==> config.mk <==
export PLATFORM = sky130hd
export DESIGN_NAME = prio_arbiter
export DESIGN_NICKNAME = d
export VERILOG_FILES = /design/src/rtl/arb_pkg.sv /design/src/rtl/prio_pick.sv /design/src/rtl/prio_arbiter.sv
export SDC_FILE = /design/constraint.sdc
export NUM_CORES = 1
export LEC_CHECK = 0
export ABC_AREA = 1
export BUFFER_PORTS_ARGS = -buffer_cell sky130_fd_sc_hd__buf_2
export CELL_PAD_IN_SITES_DETAIL_PLACEMENT = 0
export CELL_PAD_IN_SITES_GLOBAL_PLACEMENT = 2
export CORE_MARGIN = 2
export CORE_UTILIZATION = 31
export CTS_CLUSTER_DIAMETER = 150
export CTS_CLUSTER_SIZE = 24
export DETAILED_ROUTE_END_ITERATION = 8
export PLACE_DENSITY_LB_ADDON = 0.1
export SETUP_SLACK_MARGIN = 0.1
export SLEW_MARGIN = 10
export SYNTH_ARGS = -nofsm -noshare
export SYNTH_HDL_FRONTEND = slang
export SYNTH_SLANG_ARGS = --single-unit
==> constraint.sdc <==
create_clock -name clk -period 3.39 [get_ports clk]
set_input_delay 0 -clock clk [delete_from_list [all_inputs] [get_ports clk]]
set_output_delay 0 -clock clk [all_outputs]
set_load 0.005 [all_outputs]
==> src/rtl/arb_pkg.sv <==
// Shared types and constants for the priority arbiter and its picker.
package arb_pkg;

    typedef enum logic {
        IDLE  = 1'b0,
        GRANT = 1'b1
    } state_t;

    localparam logic MODE_FIXED = 1'b0;
    localparam logic MODE_RR    = 1'b1;

endpackage

==> src/rtl/prio_pick.sv <==
// Combinational wrapping highest-first search; with start=N-1 (or fixed mode)
// it reduces to the plain "highest set index wins" priority encoder.
module prio_pick
    import arb_pkg::*;
#(
    parameter int N = 8,
    parameter int W = $clog2(N)
) (
    input  logic [N-1:0] req,
    input  logic [W-1:0] start,
    input  logic         mode,
    output logic [W-1:0] idx,
    output logic         any
);

    always_comb begin : search
        int   base;
        int   pos;
        logic found;

        idx   = '0;
        any   = |req;
        found = 1'b0;
        base  = N - 1;
        pos   = 0;

        // Out-of-range pointers (non power-of-two N) fall back to the top index.
        if (mode == MODE_RR && int'(start) < N) begin
            base = int'(start);
        end

        for (int k = 0; k < N; k++) begin
            pos = (base - k + N) % N;
            if (!found && req[pos]) begin
                found = 1'b1;
                idx   = W'(pos);
            end
        end
    end

endmodule

==> src/rtl/prio_arbiter.sv <==
// Registered N-way arbiter: fixed or round-robin pick, grant held until done,
// and a watchdog that force-releases grants held for MAX_HOLD cycles.
module prio_arbiter
    import arb_pkg::*;
#(
    parameter int N        = 8,
    parameter int W        = $clog2(N),
    parameter int MAX_HOLD = 16
) (
    input  logic         clk,
    input  logic         rst,
    input  logic [N-1:0] req,
    input  logic         mode,
    input  logic         done,
    output logic [N-1:0] gnt,
    output logic [W-1:0] gnt_idx,
    output logic         gnt_valid,
    output logic         timeout
);

    localparam int              CW      = (MAX_HOLD > 0) ? $clog2(MAX_HOLD + 1) : 1;
    localparam logic            WD_EN   = (MAX_HOLD > 0);
    localparam logic [CW-1:0]   CNT_EXP = CW'((MAX_HOLD > 0) ? MAX_HOLD - 1 : 0);
    localparam logic [CW-1:0]   CNT_TOP = '1;
    localparam logic [N-1:0]    ONE_HOT = N'(1);
    localparam logic [W-1:0]    PTR_TOP = W'(N - 1);

    state_t         state_q;
    logic [N-1:0]   gnt_q;
    logic [W-1:0]   idx_q;
    logic           timeout_q;
    logic [W-1:0]   ptr_q;
    logic [CW-1:0]  cnt_q;

    logic [W-1:0]   pick_idx;
    logic           pick_any;
    logic [N-1:0]   gnt_d;
    logic [W-1:0]   ptr_d;
    logic [CW-1:0]  cnt_d;
    logic           wd_expire;
    logic           release_w;

    prio_pick #(
        .N (N),
        .W (W)
    ) u_pick (
        .req   (req),
        .start (ptr_q),
        .mode  (mode),
        .idx   (pick_idx),
        .any   (pick_any)
    );

    always_comb begin
        gnt_d     = ONE_HOT << pick_idx;
        ptr_d     = (pick_idx == '0) ? PTR_TOP : pick_idx - W'(1);
        cnt_d     = (cnt_q == CNT_TOP) ? cnt_q : cnt_q + CW'(1);
        wd_expire = WD_EN && (state_q == GRANT) && (cnt_q == CNT_EXP);
        release_w = (state_q == GRANT) && (done || wd_expire);
    end

    always_ff @(posedge clk or posedge rst) begin
        if (rst) begin
            state_q   <= IDLE;
            gnt_q     <= '0;
            idx_q     <= '0;
            timeout_q <= 1'b0;
            ptr_q     <= PTR_TOP;
            cnt_q     <= '0;
        end else begin
            timeout_q <= 1'b0;
            case (state_q)
                IDLE: begin
                    if (pick_any) begin
                        state_q <= GRANT;
                        gnt_q   <= gnt_d;
                        idx_q   <= pick_idx;
                        ptr_q   <= ptr_d;
                        cnt_q   <= '0;
                    end
                end
                GRANT: begin
                    if (release_w) begin
                        // done wins over a coincident expiry, so no pulse then.
                        timeout_q <= wd_expire && !done;
                        cnt_q     <= '0;
                        if (pick_any) begin
                            gnt_q <= gnt_d;
                            idx_q <= pick_idx;
                            ptr_q <= ptr_d;
                        end else begin
                            state_q <= IDLE;
                            gnt_q   <= '0;
                            idx_q   <= '0;
                        end
                    end else begin
                        cnt_q <= cnt_d;
                    end
                end
                default: begin
                    state_q <= IDLE;
                    gnt_q   <= '0;
                    idx_q   <= '0;
                    cnt_q   <= '0;
                end
            endcase
        end
    end

    assign gnt       = gnt_q;
    assign gnt_idx   = idx_q;
    assign gnt_valid = (state_q == GRANT);
    assign timeout   = timeout_q;

endmodule

==> results.yml <==
global_routing:
  grt_pass1_vias: 1923
  grt_max_degree: 22
  antenna_found_initial: 0
  grt_overflow: 0
  grt_pass1_wl_um: 9330
  track_usage: 0.160
timing:
  fin_skew_ns: 0.00450
  final-hold-violation-count: 0
  fmax_mhz: 351
  setup_tns_ns: 0
  post-route-period-util: 0.840
  relSlewSlack: 0.460
  worst_pin_slew_ns: 0.808
  drv_slew: 0
  final-setup-viol-count: 0
  period_needed_ns: 2.85
  rsz0062_at_grt: "no"
logic_synthesis:
  synth_common_cells: "114 x nand2_1, 50 x nand3_1, 28 x inv_1"
  yosysTopAreaCell: "dfrtp_1"
  avgSynthCellArea_um2: 6.43
  synth_edf_count: 0
  synthArstFlopShare: 1.00
  ys_warn_count: 0
  netlist_area_mm2: 0.00195
  synthFlopType: "dfrtp_1"
  syn_inst: 303
  yosysMostFrequentCell: "nand2_1"
  ys_top_cells_by_area: "dfrtp_1 23%, nand2_1 22%, nand3_1 13%"
  yosysTopAreaCellShare: 0.231
  ys_seq_area_frac: 0.272
  synth.net_count: 320
  ys_types: 31
  ys_ff_latch: 21
power_and_ir_drop:
  p_leak_nw: 1.22
  p_per_area_mw_per_mm2: 791
  ir_drop_uv: 225
  p_total_w: 0.00173
worst_setup_path:
  cp_slowest_cell: "ha_1"
  critPathLaunchType: "flop"
  crit_chain: "inv_2 > nand2_4 > ha_1 > inv_1 > nand2_1 > nand2_1 > o21ai_1 > nand4_2 > nor2_4 > nand4_1 > clkinv_1 > nor2_4 > ha_1 > nand2_1 > o21ai_0"
  timing.rr.start: "ptr_q[0]"
  cp_common_cell: "nand2_1"
  worstPathMaxFanout: 16
  reg2regPathDepth: 15
  r2r_slack_ns: 0.54
  crit_arrival_ns: 3.03
  critPathKind: "flop to flop"
  crit_path_end_kind: "flop"
  reg2reg_to: "ptr_q[1]"
  cp.required_ns: 3.58
  crit_path_max_incr_delay_ns: 0.45
placement:
  place.gp.congestion: 0.825
  hpwl_um: 4150
  place_area_mm2: 0.00212
  port_buffers: 24
finish:
  fin_util: 0.366
  nets: 347
  final_layout_size_suffix_gt1_frac: 0.195
  regArea_um2: 529
  area_growth_pct: 12.5
  diodes: 0
  multi_input_area_mm2: 0.00124
  fillCellCount: 667
  fin_area_mm2: 0.00219
routing:
  drc: 0
  ant_nets: 0
  drt-vias-per-instance: 4.76
  dr.pass1.iters: 4
  wl_per_cell_um: 12.8
  route.vias.total: 1923
  drt-initial-drc-count: 119
  wirelength_um: 5190
cts:
  postCtsSetupBuffers: 0
  cts.path.max_buffers: 2
  path_clk_slew_ns: 0.08
  cts_hold_buf: 2
  insertion_delay_ns: 0.26
  postCtsResizedCells: 0
  cts_made_buffers: 3
  root_buffer: "clkbuf_8"
  cts.sinks: 21
  cts_tree: "built"
  htree_num_levels: 1
hold_path:
  min_to: "gnt_valid"
  holdCritPathClass: "primary input to flop"
  hp-start: "req[1]"
  holdPathStages: 6
floorplan:
  dieArea_mm2: 0.00693
  die_w_um: 83.3
  die_h_um: 83.3
  initial_utilization: 0.325
  core-area_mm2: 0.00599
  rows: 28
  ios: 25
run_status:
  outcome: "complete, no violations"
flow_run:
  max-cap-violations: 0
[per-layer routing]
metal | up-vias | share of wire | GRT usage
met5 | - | 0 | 0
met4 | 0 | 0.0027 | 0.0134
met3 | 2 | 0.026 | 0.0219
met2 | 26 | 0.44 | 0.254
met1 | 863 | 0.53 | 0.241
li1 | 1032 | - | -
[flip-flops by register name, indices dropped and copies added (netlist names)]
name       flops
gnt_valid      1
ptr_q          3
cnt_q          5
gnt_idx        3
timeout        1
gnt            8
[worst max path at each step]
| stage | start | slack [ns] | depth (start not counted) | end |
|---|---|---|---|---|
| 2_1_floorplan | ptr_q[0] | 0.92 | 17 | ptr_q[1] |
| 3_3_place_gp | ptr_q[0] | 0.62 | 15 | ptr_q[1] |
| 3_5_place_dp | ptr_q[0] | 0.56 | 15 | ptr_q[1] |
| 4_1_cts | ptr_q[0] | 0.54 | 15 | ptr_q[1] |
| 5_1_grt | ptr_q[0] | 0.24 | 15 | ptr_q[1] |
| 6_report | ptr_q[0] | 0.54 | 15 | ptr_q[1] |
[placed cells by master (no fill, tap or decap), types with 5 or more instances in the layout]
cell type | Yosys | final
inv_1 | 28 | 28
ha_1 | 5 | 5
buf_2 | 0 | 24
dfrtp_1 | 18 | 18
nand2_2 | 6 | 6
nand3_1 | 50 | 50
nand2_1 | 114 | 114
nand4_1 | 12 | 12
nand3_2 | 7 | 7
o21ai_0 | 5 | 5
nor2_4 | 6 | 6
nor2_1 | 21 | 21
[metrics by stage]
step                hold slack, ns  setup WS (ns)  instances
floorplan                  -0.0257          0.918        303
global placement             0.169          0.616        398
detailed placement           0.177          0.555        398
CTS                          0.183          0.542        404
global route                 0.248          0.238        404
finish                       0.182          0.542        404
[worst max-delay path, delay by kind of cell (launching register included)]
family	cells	cell delay, ns
adder cells (fa/ha/maj)	2	0.75
AO/OA/AOI/OAI	2	0.26
buffers and inverters	3	0.40
flip-flops	1	0.40
AND/OR/NAND/NOR	8	0.94
[cell type report]
type	instances	area share
Timing Repair Buffer	27	0.0674
Multi-Input combinational cell	243	0.565
Clock buffer	3	0.0188
Sequential cell	21	0.242
Clock inverter	1	0.00228
Inverter	34	0.0617
Tap cell	75	0.0428
[report_power, final]
group          internal (W)  total (W)  switching (W)
logic              0.000370    0.00117       0.000799
clock network     0.0000820   0.000168      0.0000856
registers          0.000339   0.000397      0.0000573
[cells by family after synthesis]
family	after synthesis	synth area share
XOR/XNOR	2	0.00899
buffers and inverters	39	0.0925
AO/OA/AOI/OAI	12	0.0334
adder cells (fa/ha/maj)	5	0.0321
AND/OR/NAND/NOR	224	0.561
flip-flops	21	0.272
Power figures use the tool's default switching activity.
